**config.mk**
```make
export PLATFORM = sky130hd
export DESIGN_NAME = muldiv_unit
export DESIGN_NICKNAME = d
export VERILOG_FILES = /design/src/rtl/muldiv_unit.sv
export SDC_FILE = /design/constraint.sdc
export NUM_CORES = 1
export LEC_CHECK = 0
export ABC_CLOCK_PERIOD_IN_PS = 8900
export BUFFER_PORTS_ARGS = -buffer_cell sky130_fd_sc_hd__buf_2
export CAP_MARGIN = 30
export CELL_PAD_IN_SITES_DETAIL_PLACEMENT = 1
export CELL_PAD_IN_SITES_GLOBAL_PLACEMENT = 2
export CORE_ASPECT_RATIO = 0.9
export CORE_UTILIZATION = 40
export CTS_CLUSTER_SIZE = 10
export DETAILED_ROUTE_END_ITERATION = 8
export HOLD_SLACK_MARGIN = 0.06
export MAX_ROUTING_LAYER = met4
export PLACE_DENSITY_LB_ADDON = 0.12
export SLEW_MARGIN = 20
export SYNTH_ARGS = -nofsm -noshare
export SYNTH_HDL_FRONTEND = slang
export SYNTH_SLANG_ARGS = --single-unit
```
**constraint.sdc**
```tcl
create_clock -name clk -period 8.9 [get_ports clk]
set_clock_uncertainty 0.2 [all_clocks]
set_input_delay 1.78 -clock clk [delete_from_list [all_inputs] [get_ports clk]]
set_output_delay 1.78 -clock clk [all_outputs]
set_load 0.05 [all_outputs]
```
**src/rtl/muldiv_unit.sv**
```systemverilog
// Iterative RV32M multiply/divide unit: radix-2 shift-add multiply and restoring
// divide, one bit per cycle, with sign fix-up and single-cycle special cases.
module muldiv_unit #(
  parameter int XLEN  = 32,
  parameter int CNT_W = $clog2(XLEN) + 1
) (
  input  logic            clk,
  input  logic            rst_n,
  input  logic            start,
  input  logic            flush,
  input  logic [2:0]      funct3,
  input  logic [XLEN-1:0] op_a,
  input  logic [XLEN-1:0] op_b,
  output logic            ready,
  output logic            done,
  output logic [XLEN-1:0] result,
  output logic            div_zero
);

  typedef enum logic [1:0] {IDLE, CALC, FIX, DONE} state_t;

  state_t              state_q, state_d;
  logic [CNT_W-1:0]    cnt_q, cnt_d;
  logic [2:0]          f3_q, f3_d;
  logic                neg_q, neg_d;
  logic [2*XLEN-1:0]   acc_q, acc_d;   // mul: {hi, multiplier}; div: low half = quotient
  logic [XLEN:0]       rem_q, rem_d;
  logic [XLEN-1:0]     opnd_q, opnd_d; // multiplicand or divisor magnitude
  logic [XLEN-1:0]     result_q, result_d;
  logic                dz_q, dz_d;

  logic              signed_a, signed_b, sign_a, sign_b;
  logic [XLEN-1:0]   mag_a, mag_b;
  logic              accept, sp_dz, sp_ovf;
  logic [XLEN:0]     mul_sum, mul_hi, div_shl, div_diff;
  logic [2*XLEN-1:0] prod_fix;
  logic [XLEN-1:0]   quot_fix, rem_fix;

  always_comb begin
    signed_a = (funct3 == 3'b001) || (funct3 == 3'b010) || (funct3 == 3'b100) || (funct3 == 3'b110);
    signed_b = (funct3 == 3'b001) || (funct3 == 3'b100) || (funct3 == 3'b110);
    sign_a   = signed_a && op_a[XLEN-1];
    sign_b   = signed_b && op_b[XLEN-1];
    mag_a    = sign_a ? (~op_a + 1'b1) : op_a;
    mag_b    = sign_b ? (~op_b + 1'b1) : op_b;
    accept   = start && !flush && (state_q == IDLE);
    sp_dz    = funct3[2] && (op_b == '0);
    sp_ovf   = funct3[2] && !funct3[0] && (op_a == {1'b1, {(XLEN-1){1'b0}}}) && (op_b == '1);
  end

  // One iteration of each algorithm; CALC picks the one matching the latched op.
  always_comb begin
    mul_sum  = {1'b0, acc_q[2*XLEN-1:XLEN]} + {1'b0, opnd_q};
    mul_hi   = acc_q[0] ? mul_sum : {1'b0, acc_q[2*XLEN-1:XLEN]};
    div_shl  = {rem_q[XLEN-1:0], acc_q[XLEN-1]};
    div_diff = div_shl - {1'b0, opnd_q};
    prod_fix = neg_q ? (~acc_q + 1'b1) : acc_q;
    quot_fix = neg_q ? (~acc_q[XLEN-1:0] + 1'b1) : acc_q[XLEN-1:0];
    rem_fix  = neg_q ? (~rem_q[XLEN-1:0] + 1'b1) : rem_q[XLEN-1:0];
  end

  always_comb begin
    state_d  = state_q;
    cnt_d    = cnt_q;
    f3_d     = f3_q;
    neg_d    = neg_q;
    acc_d    = acc_q;
    rem_d    = rem_q;
    opnd_d   = opnd_q;
    result_d = result_q;
    dz_d     = dz_q;
    unique case (state_q)
      IDLE: begin
        if (accept) begin
          f3_d = funct3;
          if (sp_dz) begin
            result_d = funct3[1] ? op_a : '1;
            dz_d     = 1'b1;
            state_d  = DONE;
          end else if (sp_ovf) begin
            result_d = funct3[1] ? '0 : op_a;
            dz_d     = 1'b0;
            state_d  = DONE;
          end else begin
            // REM takes the dividend's sign; everything else the product of signs
            neg_d   = (funct3[2] && funct3[1]) ? sign_a : (sign_a ^ sign_b);
            cnt_d   = CNT_W'(XLEN);
            rem_d   = '0;
            state_d = CALC;
            if (funct3[2]) begin
              acc_d  = {{XLEN{1'b0}}, mag_a};
              opnd_d = mag_b;
            end else begin
              acc_d  = {{XLEN{1'b0}}, mag_b};
              opnd_d = mag_a;
            end
          end
        end
      end
      CALC: begin
        if (f3_q[2]) begin
          if (!div_diff[XLEN]) begin
            rem_d = div_diff;
            acc_d = {acc_q[2*XLEN-1:XLEN], acc_q[XLEN-2:0], 1'b1};
          end else begin
            rem_d = div_shl;
            acc_d = {acc_q[2*XLEN-1:XLEN], acc_q[XLEN-2:0], 1'b0};
          end
        end else begin
          acc_d = {mul_hi, acc_q[XLEN-1:1]};
        end
        cnt_d = cnt_q - 1'b1;
        if (flush)            state_d = IDLE;
        else if (cnt_q == 1)  state_d = FIX;
      end
      FIX: begin
        if (flush) begin
          state_d = IDLE;
        end else begin
          unique case (f3_q)
            3'b000:                 result_d = prod_fix[XLEN-1:0];
            3'b001, 3'b010, 3'b011: result_d = prod_fix[2*XLEN-1:XLEN];
            3'b100, 3'b101:         result_d = quot_fix;
            default:                result_d = rem_fix;
          endcase
          dz_d    = 1'b0;
          state_d = DONE;
        end
      end
      DONE:    state_d = IDLE;
      default: state_d = IDLE;
    endcase
  end

  always_ff @(posedge clk or negedge rst_n) begin
    if (!rst_n) begin
      state_q  <= IDLE;
      cnt_q    <= '0;
      f3_q     <= '0;
      neg_q    <= 1'b0;
      acc_q    <= '0;
      rem_q    <= '0;
      opnd_q   <= '0;
      result_q <= '0;
      dz_q     <= 1'b0;
    end else begin
      state_q  <= state_d;
      cnt_q    <= cnt_d;
      f3_q     <= f3_d;
      neg_q    <= neg_d;
      acc_q    <= acc_d;
      rem_q    <= rem_d;
      opnd_q   <= opnd_d;
      result_q <= result_d;
      dz_q     <= dz_d;
    end
  end

  assign ready    = (state_q == IDLE);
  assign done     = (state_q == DONE) && !flush;
  assign result   = result_q;
  assign div_zero = dz_q;

endmodule

```
==> key figures <==
Synth
  • Avg Cell Area, Syn: 7.691 sq um
  • Yosys reg bits: 173
  • Top cells by area, synth: dfrtp_1, o21ai_0, ha_1
  • Post-Syn Instances: 2,175
  • Post-synth top flop: dfrtp_1
  • Register area share after synthesis: 25.88%
  • Largest area contributor in the netlist: dfrtp_1
  • Most instantiated cells after synthesis: nand2_1, o21ai_0, dfrtp_1, nor2_1, a21oi_1
  • Top-area cell type share of the netlist area: about a quarter
  • Post-synth EDFFs: 0
  • Syn nets: about 2,300
  • Syn. warnings: 0
  • Ys async rst share: 100.0%
  • Most frequent cell after synthesis: nand2_1
  • Post-Syn Area: approximately 17,000 sq um
  • Yosys cell types: 86

Clock network
  • Worst-path clk slew: 0.07 ns
  • TritonCTS Sinks: 173
  • Post-cts resize count: 0
  • Num CTS Buffers: 17
  • Root Buffer: clkbuf_16
  • CTS Hold Bufs: 0
  • CTS tree: built
  • Post-CTS setup repair buffer count: 0
  • Worst-case clock buffer depth: 2
  • Clock Latency Late Sink: ~0.48 ns
  • H-Tree Depth: 4

Critical path
  • Required @ worst endpoint: 9.06 ns
  • RR Endpoint: rem_q[14]
  • Crit path capture: result[29]
  • CP Class: in -> reg
  • Crit Reg-Reg Startpoint: acc_q[31]
  • Worst Setup Start Kind: input port
  • Setup crit start: op_a[21]
  • Crit-path max FO: 47
  • Worst R2R Setup Slack: 3.77 ns
  • Data arrival, critical path: 5.45 ns
  • Crit end category: flip-flop
  • Reg2reg path depth: 14

Timing
  • Period minus WS final: 5.290 ns
  • Max Fclk: 189.0 MHz
  • Fin crit share: between 50% and 60%
  • Final hold violations: 0
  • Fin. max-slew vios: 0
  • Setup_tns: 0 ns
  • Slew headroom: 23.88%
  • Final setup viols: 0
  • RSZ-0062 raised after global routing: no
  • Worst Tran Pin Value: about 1.1 ns

Route
  • Post-route DRC: 0
  • Drt first pass iters: 5
  • Drt via density: 6.362
  • Initial DRC count: between 1,500 and 2,000
  • Post-route ant nets: 0
  • Metal1 wirelength: 35,550 um
  • WL/cell: 27.42 um
  • Uppermost routed layer: met4
  • Via Count: 17,432
  • WL met3: 5028 um
  • WL met2: roughly 32,000 um
  • Final WL: 75,140 um

Placed design
  • RePlAce Congestion: 0.9751
  • Detail Placement HPWL: 58,800 um
  • Port bufs: between 100 and 150

Power and ir drop
  • Power share of the clock group: 17.8%
  • PwrDens: 254.8 nW/um^2
  • Leak Pwr: 0.007552 uW
  • Sw frac: 50.92%
  • Worst VDD drop: 169.9 uV
  • Internal power: around 2300 uW
  • Switching power: ~2400 uW
  • Part of the power in registers: slightly above 30%
  • Logic gate share of total power: 51.9%

Floorplan
  • Die X: 217.6 um
  • Die Y-Extent: 196 um
  • Initial Utilization: 40.90%
  • Core box area: around 41,000 sq um
  • Die area: 42,640 sq um
  • Row Count: 70
  • # IOs: approximately 110

Cells and area
  • Final core occ: 44.55%
  • Filler cells: about 5,100
  • Layout Nets: 2,330
  • Ratio of cells with drive above 1 in the final layout: 9.959%
  • Layout overhead on the synthesized area: 8.939%

GRT
  • Largest net degree at the start of global routing: 108
  • GRT Total Usage: between 30 and 40%
  • Initial antenna violation count: 2
  • Vias in the first global route: 16,884
  • Grt ovf: 0
  • First-pass GRT wire length: 111,100 um

Flow run
  • Max Cap Violations: 0

Outcome
  • Status: complete, no violations

Min path
  • Hold/Removal Path Class: reg -> reg
[power groups by stage]
stage	sequential (uW)	combinational [uW]	clock, uW
CTS	1390	2370	833
global placement	1390	2300	0
global route	1430	2610	863
finish	1400	2410	826
floorplan	1290	1600	0
detailed placement	1400	2360	0
[cell type report]
type / instances / area (sq um) / area share [%]
clock inverters: 13 / 161.4 / 0.8857
inverters: 73 / 274.0 / 1.504
flip-flops and latches: 173 / 4332 / 23.77
diodes: 1 / 2.502 / 0.01373
multi-input cells: 1786 / 11510 / 63.16
repair buffers: 135 / 814.5 / 4.470
well taps: 540 / 675.6 / 3.708
clock buffers: 19 / 452.9 / 2.486
[flip-flops by register name, summed over array words and instances, names as in the netlist, 2 cells and up]
register,count
opnd_q,32
result,32
acc_q,64
rem_q,32
cnt_q,6
f3_q,3
state_q,2
[worst max-delay path, stage by stage]
cell	delay, ns
buf_2	0.14
or4_4	0.55
or4b_4	0.53
or4_4	0.45
o31ai_4	0.34
a21oi_1	0.20
or3_2	0.58
buf_12	0.23
nor4_2	0.27
o221ai_1	0.20
a2bb2oi_1	0.18
[layer usage]
metal	up-vias	global-route usage, %
met5	-	-
met4	0	11.79
met3	80	6.512
met1	8840	51.39
li1	7974	-
met2	538	51.64
[how the worst min path moves through the flow]
stage / from / endpoint / slack [ns] / depth (start not counted)
floorplan: opnd_q[16] / opnd_q[16] / 0.28 / 2
global placement: result[20] / result[20] / 0.26 / 2
detailed placement: result[15] / result[15] / 0.27 / 2
CTS: result[13] / result[13] / 0.29 / 2
global route: result[14] / result[14] / 0.31 / 2
finish: result[23] / result[23] / 0.28 / 2
[stage by stage]
stage	instance area [sq um]	hold WS (ns)	instances	worst slack [ns]	power, uW
6_report	18220	0.2844	2740	3.610	4642
5_1_grt	18220	0.3141	2739	3.407	4898
4_1_cts	18120	0.2932	2734	3.510	4593
3_5_place_dp	17500	0.2745	2702	3.031	3760
3_3_place_gp	17500	0.2629	2701	3.127	3693
2_1_floorplan	16730	0.2753	2175	3.963	2891
[logic make-up (layout without fill, tap and decap cells)]
kind of cell	count (synthesis)	in the layout	share of synthesized area (%)
AO/OA/AOI/OAI	720	720	26.59
XOR/XNOR	179	179	9.372
adder cells (fa/ha/maj)	103	103	7.345
buffers and inverters	216	240	5.468
flip-flops	173	173	25.88
multiplexers	90	90	5.483
other	0	1	0
AND/OR/NAND/NOR	694	694	19.86
[cell usage in the layout, fill, tap and decap left out, drive strengths merged, types with 58 or more instances in the layout]
| master | count |
|---|---|
| o21ai | 270 |
| nand2 | 234 |
| dfrtp | 173 |
| nor2 | 171 |
| a21oi | 154 |
| buf | 133 |
| xnor2 | 99 |
| xor2 | 80 |
| mux2i | 77 |
| inv | 74 |
| ha | 71 |
| nor3 | 58 |
Power figures use the tool's default switching activity.
